### src/rtl/l1d_mshr_entry_pkg.sv
// Shared L1D MSHR types: allocation record, downstream request payloads and entry FSM encoding.
package l1d_mshr_entry_pkg;

  localparam int unsigned L1D_MSHR_NUM      = 8;
  localparam int unsigned L1D_MSHR_ID_WIDTH = $clog2(L1D_MSHR_NUM);
  localparam int unsigned L1D_INDEX_WIDTH   = 6;
  localparam int unsigned L1D_TAG_WIDTH     = 20;
  localparam int unsigned L1D_OFFSET_WIDTH  = 6;
  localparam int unsigned L1D_WAY_NUM       = 4;
  localparam int unsigned L1D_DATA_WIDTH    = 64;
  localparam int unsigned L1D_BYTE_EN_WIDTH = L1D_DATA_WIDTH / 8;
  localparam int unsigned L1D_SB_PLD_WIDTH  = 8;

  typedef logic [L1D_MSHR_ID_WIDTH-1:0] l1d_mshr_id_t;

  // Request fields the entry keeps for the whole transaction.
  typedef struct packed {
    logic [L1D_INDEX_WIDTH-1:0]   index;
    logic [L1D_TAG_WIDTH-1:0]     new_tag;
    logic [L1D_TAG_WIDTH-1:0]     evict_tag;
    logic [L1D_OFFSET_WIDTH-1:0]  offset;
    logic                         need_rw;
    logic [L1D_DATA_WIDTH-1:0]    wr_data;
    logic [L1D_BYTE_EN_WIDTH-1:0] wr_data_byte_en;
    logic [L1D_SB_PLD_WIDTH-1:0]  wr_sb_pld;
    logic                         need_evict;
    logic                         need_linefill;
    logic [L1D_WAY_NUM-1:0]       way;
    l1d_mshr_id_t                 mshr_id;
  } pack_l1d_mshr_req;

  typedef struct packed {
    pack_l1d_mshr_req req;
    l1d_mshr_id_t     mshr_hzd_index_way_line;
    l1d_mshr_id_t     mshr_hzd_evict_tag_line;
  } pack_l1d_mshr_state;

  typedef struct packed {
    logic [L1D_INDEX_WIDTH-1:0] index;
    logic [L1D_WAY_NUM-1:0]     way;
    logic [L1D_TAG_WIDTH-1:0]   evict_tag;
  } pack_l1d_evict_req;

  typedef struct packed {
    logic [L1D_TAG_WIDTH-1:0]   new_tag;
    logic [L1D_INDEX_WIDTH-1:0] index;
    logic [L1D_WAY_NUM-1:0]     way;
    l1d_mshr_id_t               mshr_id;
  } pack_l1d_linefill_req;

  typedef struct packed {
    logic [L1D_INDEX_WIDTH-1:0]   index;
    logic [L1D_WAY_NUM-1:0]       way;
    logic [L1D_OFFSET_WIDTH-1:0]  offset;
    logic                         is_read;
    logic [L1D_DATA_WIDTH-1:0]    wr_data;
    logic [L1D_BYTE_EN_WIDTH-1:0] byte_en;
    logic [L1D_SB_PLD_WIDTH-1:0]  sb_pld;
    l1d_mshr_id_t                 mshr_id;
  } pack_l1d_rw_req;

  typedef enum logic [2:0] {
    MSHR_IDLE,
    MSHR_WAIT_HZD,
    MSHR_EVICT_REQ,
    MSHR_EVICT_WAIT,
    MSHR_LF_REQ,
    MSHR_LF_WAIT,
    MSHR_RW_REQ,
    MSHR_RELEASE
  } l1d_mshr_fsm_e;

  // First request state once all hazards are gone.
  function automatic l1d_mshr_fsm_e mshr_dispatch(input logic need_evict, input logic need_linefill);
    if (need_evict)         return MSHR_EVICT_REQ;
    else if (need_linefill) return MSHR_LF_REQ;
    else                    return MSHR_RW_REQ;
  endfunction

endpackage

### src/rtl/l1d_mshr_hzd_tracker.sv
// Holds the index/way and evict-tag dependencies of one MSHR entry and clears them on matching releases.
module l1d_mshr_hzd_tracker
  import l1d_mshr_entry_pkg::*;
(
  input  logic         clk,
  input  logic         rst_n,
  input  logic         capture_i,
  input  logic         iw_vld_i,
  input  l1d_mshr_id_t iw_id_i,
  input  logic         et_vld_i,
  input  l1d_mshr_id_t et_id_i,
  input  logic         rel_vld_i,
  input  l1d_mshr_id_t rel_id_i,
  output logic         hzd_pending_c_o
);

  logic         iw_vld_q, iw_vld_d;
  logic         et_vld_q, et_vld_d;
  l1d_mshr_id_t iw_id_q, iw_id_d;
  l1d_mshr_id_t et_id_q, et_id_d;

  // A release in the capture cycle already counts against the freshly captured ids.
  always_comb begin
    iw_vld_d = iw_vld_q;
    et_vld_d = et_vld_q;
    iw_id_d  = iw_id_q;
    et_id_d  = et_id_q;
    if (capture_i) begin
      iw_vld_d = iw_vld_i;
      et_vld_d = et_vld_i;
      iw_id_d  = iw_id_i;
      et_id_d  = et_id_i;
    end
    if (rel_vld_i && (rel_id_i == iw_id_d)) iw_vld_d = 1'b0;
    if (rel_vld_i && (rel_id_i == et_id_d)) et_vld_d = 1'b0;
    hzd_pending_c_o = iw_vld_d | et_vld_d;
  end

  always_ff @(posedge clk or negedge rst_n) begin
    if (!rst_n) begin
      iw_vld_q <= 1'b0;
      et_vld_q <= 1'b0;
      iw_id_q  <= '0;
      et_id_q  <= '0;
    end else begin
      iw_vld_q <= iw_vld_d;
      et_vld_q <= et_vld_d;
      iw_id_q  <= iw_id_d;
      et_id_q  <= et_id_d;
    end
  end

endmodule

### src/rtl/l1d_mshr_entry.sv
// One L1D MSHR entry: waits out hazards, then issues evict, linefill and data-array RW in order and releases.
// Optional watchdog enabled with L1D_MSHR_TIMEOUT_EN.
module l1d_mshr_entry
  import l1d_mshr_entry_pkg::*;
#(
  parameter int unsigned ENTRY_ID       = 0,
  parameter int unsigned TIMEOUT_CYCLES = 1024
) (
  input  logic                 clk,
  input  logic                 rst_n,
  input  logic                 alloc_vld,
  input  pack_l1d_mshr_state   alloc_pld,
  input  logic                 alloc_hzd_iw_vld,
  input  logic                 alloc_hzd_et_vld,
  input  logic                 rel_bcast_vld,
  input  l1d_mshr_id_t         rel_bcast_id,
  output logic                 entry_busy,
  output logic                 evict_req_vld,
  input  logic                 evict_req_rdy,
  output pack_l1d_evict_req    evict_req_pld,
  input  logic                 evict_done,
  output logic                 linefill_req_vld,
  input  logic                 linefill_req_rdy,
  output pack_l1d_linefill_req linefill_req_pld,
  input  logic                 linefill_done,
  output logic                 rw_req_vld,
  input  logic                 rw_req_rdy,
  output pack_l1d_rw_req       rw_req_pld,
  output logic                 rel_vld,
  output l1d_mshr_id_t         rel_id,
  output logic                 timeout_err
);

  if (ENTRY_ID >= L1D_MSHR_NUM) begin : g_bad_entry_id
    $error("l1d_mshr_entry: ENTRY_ID out of range");
  end
  if ((TIMEOUT_CYCLES == 0) || (TIMEOUT_CYCLES > 65535)) begin : g_bad_timeout
    $error("l1d_mshr_entry: TIMEOUT_CYCLES must fit the 16-bit watchdog");
  end

  l1d_mshr_fsm_e    state_q, state_d;
  pack_l1d_mshr_req pld_q, pld_d;
  logic             alloc_take;
  logic             hzd_pending_c;

  l1d_mshr_hzd_tracker u_hzd_tracker (
    .clk             (clk),
    .rst_n           (rst_n),
    .capture_i       (alloc_take),
    .iw_vld_i        (alloc_hzd_iw_vld),
    .iw_id_i         (alloc_pld.mshr_hzd_index_way_line),
    .et_vld_i        (alloc_hzd_et_vld),
    .et_id_i         (alloc_pld.mshr_hzd_evict_tag_line),
    .rel_vld_i       (rel_bcast_vld),
    .rel_id_i        (rel_bcast_id),
    .hzd_pending_c_o (hzd_pending_c)
  );

  always_comb begin
    state_d    = state_q;
    pld_d      = pld_q;
    alloc_take = 1'b0;
    case (state_q)
      MSHR_IDLE: begin
        if (alloc_vld) begin
          alloc_take = 1'b1;
          pld_d      = alloc_pld.req;
          state_d    = hzd_pending_c ? MSHR_WAIT_HZD
                     : mshr_dispatch(alloc_pld.req.need_evict, alloc_pld.req.need_linefill);
        end
      end
      MSHR_WAIT_HZD:   if (!hzd_pending_c) state_d = mshr_dispatch(pld_q.need_evict, pld_q.need_linefill);
      MSHR_EVICT_REQ:  if (evict_req_rdy) state_d = MSHR_EVICT_WAIT;
      MSHR_EVICT_WAIT: if (evict_done) state_d = MSHR_LF_REQ;
      MSHR_LF_REQ:     if (linefill_req_rdy) state_d = MSHR_LF_WAIT;
      MSHR_LF_WAIT:    if (linefill_done) state_d = MSHR_RW_REQ;
      MSHR_RW_REQ:     if (rw_req_rdy) state_d = MSHR_RELEASE;
      MSHR_RELEASE:    state_d = MSHR_IDLE;
      default:         state_d = MSHR_IDLE;
    endcase
  end

  always_ff @(posedge clk or negedge rst_n) begin
    if (!rst_n) begin
      state_q <= MSHR_IDLE;
      pld_q   <= '0;
    end else begin
      state_q <= state_d;
      pld_q   <= pld_d;
    end
  end

  // Request payloads come straight from the captured record, so they hold steady while vld waits for rdy.
  always_comb begin
    evict_req_pld           = '0;
    evict_req_pld.index     = pld_q.index;
    evict_req_pld.way       = pld_q.way;
    evict_req_pld.evict_tag = pld_q.evict_tag;

    linefill_req_pld         = '0;
    linefill_req_pld.new_tag = pld_q.new_tag;
    linefill_req_pld.index   = pld_q.index;
    linefill_req_pld.way     = pld_q.way;
    linefill_req_pld.mshr_id = pld_q.mshr_id;

    rw_req_pld         = '0;
    rw_req_pld.index   = pld_q.index;
    rw_req_pld.way     = pld_q.way;
    rw_req_pld.offset  = pld_q.offset;
    rw_req_pld.is_read = pld_q.need_rw;
    rw_req_pld.wr_data = pld_q.wr_data;
    rw_req_pld.byte_en = pld_q.wr_data_byte_en;
    rw_req_pld.sb_pld  = pld_q.wr_sb_pld;
    rw_req_pld.mshr_id = pld_q.mshr_id;
  end

  assign entry_busy       = (state_q != MSHR_IDLE);
  assign evict_req_vld    = (state_q == MSHR_EVICT_REQ);
  assign linefill_req_vld = (state_q == MSHR_LF_REQ);
  assign rw_req_vld       = (state_q == MSHR_RW_REQ);
  assign rel_vld          = (state_q == MSHR_RELEASE);
  assign rel_id           = L1D_MSHR_ID_WIDTH'(ENTRY_ID);

`ifdef L1D_MSHR_TIMEOUT_EN
  logic [15:0] wdog_cnt_q, wdog_cnt_d;
  logic        timeout_err_q, timeout_err_d;

  // Counts consecutive cycles spent waiting on something outside the entry; any state change restarts it.
  always_comb begin
    wdog_cnt_d    = wdog_cnt_q;
    timeout_err_d = timeout_err_q;
    if (state_d != state_q) begin
      wdog_cnt_d = '0;
    end else if ((state_q inside {MSHR_WAIT_HZD, MSHR_EVICT_WAIT, MSHR_LF_WAIT}) &&
                 (wdog_cnt_q != 16'hFFFF)) begin
      wdog_cnt_d = wdog_cnt_q + 16'd1;
    end
    if (wdog_cnt_d == 16'(TIMEOUT_CYCLES)) timeout_err_d = 1'b1;
  end

  always_ff @(posedge clk or negedge rst_n) begin
    if (!rst_n) begin
      wdog_cnt_q    <= '0;
      timeout_err_q <= 1'b0;
    end else begin
      wdog_cnt_q    <= wdog_cnt_d;
      timeout_err_q <= timeout_err_d;
    end
  end

  assign timeout_err = timeout_err_q;
`else
  assign timeout_err = 1'b0;
`endif

endmodule

### config.mk
export PLATFORM = sky130hd
export DESIGN_NAME = l1d_mshr_entry
export DESIGN_NICKNAME = d
export VERILOG_FILES = /design/src/rtl/l1d_mshr_entry_pkg.sv /design/src/rtl/l1d_mshr_hzd_tracker.sv /design/src/rtl/l1d_mshr_entry.sv
export SDC_FILE = /design/constraint.sdc
export NUM_CORES = 1
export LEC_CHECK = 0
export ABC_AREA = 0
export CAP_MARGIN = 20
export CELL_PAD_IN_SITES_DETAIL_PLACEMENT = 1
export CELL_PAD_IN_SITES_GLOBAL_PLACEMENT = 2
export CORE_AREA = 5 5 167 169
export CTS_CLUSTER_SIZE = 24
export DETAILED_ROUTE_END_ITERATION = 16
export DIE_AREA = 0 0 172 174
export GPL_TIMING_DRIVEN = 0
export PLACE_DENSITY_LB_ADDON = 0.1
export REMOVE_ABC_BUFFERS = 1
export SLEW_MARGIN = 15
export SYNTH_ARGS = -nofsm -noshare
export SYNTH_HDL_FRONTEND = slang
export SYNTH_SLANG_ARGS = --single-unit
### constraint.sdc
create_clock -name clk -period 5.57 [get_ports clk]
set_input_delay 1.114 -clock clk [delete_from_list [all_inputs] [get_ports clk]]
set_output_delay 1.114 -clock clk [all_outputs]
set_load 0.03 [all_outputs]
==> summary.md <==
| Metric | Value |
|---|---|
| TritonCTS buffer count | `17` |
| Share of layout cells above drive strength 1 | `0.0779` |
| Ys Warns | `0` |
| Worst hold path depth | `1` |
| Critical R2R Launch | `state_q[2]$_DFFE_PN0P_` |
| Via count | `4460` |
| Global-route wire length before repair | `29500 µm` |
| CTS max path bufs | `2` |
| Vias in the first global route | `4998` |
| Aggregate routed wire length | `19500 µm` |
| CTS clk-pin slew, worst paths | `0.06 ns` |
| WL per Instance | `18.2 µm` |
| Least-Margin Pin Slew | `0.812 ns` |
| Die height | `174 µm` |
| Clock root buffer | `clkbuf_16` |
| Clk_lat worst skew | `0.42 ns` |
| Reg2Reg Setup Slack | `2.29 ns` |
| Core Area | `26400 µm²` |
| H-tree depth | `4` |
| Initial antenna violation count | `0` |
| Final Hold Vio Count | `0` |
| DRC | `0` |
| Max VDD drop | `0.250 mV` |
| Placed Area | `9820 µm²` |
| Register area share after synthesis | `0.529` |
| Post-synthesis async set-or-reset flop share | `1.00` |
| N_diodes | `0` |
| NumNets Final | `881` |
| Headroom to the max-slew limit | `0.456` |
| Syn avg cell area | `13.4 µm²` |
| Largest net degree at the start of global routing | `91` |
| Mapped Area | `7240 µm²` |
| Hold wc startpoint | `rw_req_pld[83]$_DFFE_PN0N_` |
| Clk_skew | `0.0106 ns` |
| DP HPWL | `15400 µm` |
| Post-synth top area share | `0.529` |
| Leakage power total | `0.00430 µW` |
| # IOs | `334` |
| Total GRT Usage | `0.128` |
| Crit start category | `input pin` |
| Unique masters post-synth | `34` |
| Worst min path class | `reg -> reg` |
| Grt total ovfl | `0` |
| Post CTS Setup Buffer Count | `0` |
| Worst setup EP type | `register` |
| DRT Pass-1 Iters | `2` |
| Critical Path AT | `4.12 ns` |
| TritonCTS clock tree | `built` |
| Via/cell ratio | `4.16` |
| Critical path class | `in -> reg` |
| Final GP Congestion | `0.732` |
| Top post-synthesis cells by area | `dfrtp_1 53%, mux2_1 22%, buf_4 17%, buf_2 1.1%, mux2_4 0.83%` |
| Total Neg Setup Slack | `0 ns` |
| Layout area overhead | `43.6%` |
| Most frequent cells after synthesis | `167 x buf_4, 153 x dfrtp_1, 143 x mux2_1` |
| Post-route cell area | `10400 µm²` |
| RSZ-0062 raised after global routing | `no` |
| Biggest area consumer among synthesized cells | `dfrtp_1` |
| Crit path time final | `3.77 ns` |
| Max_cap viols | `0` |
| Port bufs | `329` |
| Seq cells post-synth | `153` |
| Sink Count | `153` |
| Setup Viol. Count Final | `0` |
| First DRT Iteration DRCs | `79` |
| Reg2Reg Depth | `8` |
| CTS-repair resized insts | `0` |
| Starting Density | `0.274` |
| Fin util | `0.394` |
| RR Endpoint | `state_q[1]$_DFFE_PN0P_` |
| Slew Limit Fails | `0` |
| Die W | `172 µm` |
| Part of the cycle the worst path needs | `0.677` |
| Most frequent cell after synthesis | `buf_4` |
| CP required | `5.92 ns` |
| Die Area | `29900 µm²` |
| Hold endpoint | `rw_req_pld[83]$_DFFE_PN0N_` |
| Row count | `60` |
| Routed Antenna Nets | `0` |
| EDFF count, synth | `0` |
| Top_reg_cell synth | `dfrtp_1` |
| CP Max Fanout | `12` |
| Maximum clock frequency | `265 MHz` |
| Outcome | `complete, no violations` |
| Hold Buf Count CTS | `0` |
| Syn Inst Count | `540` |
| Pwr dens | `637 nW/µm²` |
==> sequential cells by signal (all words and copies together), names as in the netlist <==
name                    cells
u_hzd_tracker.iw_id_q       3
evict_req_pld              30
u_hzd_tracker.et_id_q       3
linefill_req_pld           23
u_hzd_tracker.et_vld_q      1
rw_req_pld                 87
state_q                     3
u_hzd_tracker.iw_vld_q      1
pld_q                       2
==> routing by layer <==
metal	track usage	part of all wire	routed length, µm
met5	0	0	0
met2	0.221	0.51	9950
met1	0.135	0.36	7100
met4	0.0409	0.018	358
met3	0.0648	0.11	2070
==> power breakdown <==
| part | total (µW) | switching, µW | leakage, µW | internal, µW |
|---|---|---|---|---|
| registers | 1990 | 323 | 0.00185 | 1670 |
| logic | 3480 | 1930 | 0.00217 | 1550 |
| clock network | 1150 | 500 | 0.000283 | 651 |
==> critical path, stage by stage <==
cell             delay [ns]
clkdlybuf4s50_1        0.49
nor4b_4                0.68
buf_6                  0.25
buf_6                  0.19
mux2_2                 0.37
xnor2_1                0.26
a31oi_2                0.20
o41ai_1                0.35
mux2_2                 0.21
==> worst max-delay path by stage <==
stage | to | start | slack [ns] | cells after the start
CTS | state_q[1]$_DFFE_PN0P_ | alloc_vld | 1.79 | 9
finish | state_q[1]$_DFFE_PN0P_ | alloc_vld | 1.80 | 9
floorplan | state_q[1]$_DFFE_PN0P_ | alloc_vld | -2.20 | 6
detailed placement | state_q[1]$_DFFE_PN0P_ | alloc_vld | 1.38 | 9
global route | state_q[1]$_DFFE_PN0P_ | alloc_vld | 1.62 | 9
global placement | state_q[1]$_DFFE_PN0P_ | alloc_vld | -5.43 | 7
==> layout by cell type, fill, tap and decap left out, types with 3 or more instances in the layout <==
cell and count:
clkdlybuf4s50_1 328, dfrtp_1 153, mux2_1 143, clkbuf_16 17, buf_6 14, xnor2_1 6
inv_6 5, mux2_4 4, mux2i_1 4, nand2_1 4, nor3_1 4, conb_1 4
nor2_1 3, clkinv_4 3
==> cell type report <==
class                           count  area (µm²)
Fill cell                        2753       16000
Clock inverter                     13         131
Multi-Input combinational cell    201        2070
Timing Repair Buffer              344        3480
Clock buffer                       19         453
Inverter                            2        7.51
Tap cell                          341         427
Sequential cell                   153        3830
==> through the flow <==
| stage | setup WS (ns) | hold WS [ns] | power (µW) | std cells |
|---|---|---|---|---|
| 2_1_floorplan | -2.20 | 0.449 | 3850 | 356 |
| 3_3_place_gp | -5.43 | 0.467 | 5490 | 1026 |
| 3_5_place_dp | 1.38 | 0.474 | 5560 | 1041 |
| 4_1_cts | 1.79 | 0.489 | 6750 | 1073 |
| 5_1_grt | 1.62 | 0.500 | 6980 | 1073 |
| 6_report | 1.80 | 0.482 | 6620 | 1073 |
==> cells by family after synthesis <==
kind of cell,Yosys count,synth area share
and+or+nand+nor,21,0.0180
AOI/OAI and AO/OA,16,0.0180
DFF,153,0.529
muxes,153,0.239
xor gates and xnor gates,7,0.00846
other,1,0.000518
buffers and inverters,189,0.187
Note: power is estimated with default switching activity, not from simulation.
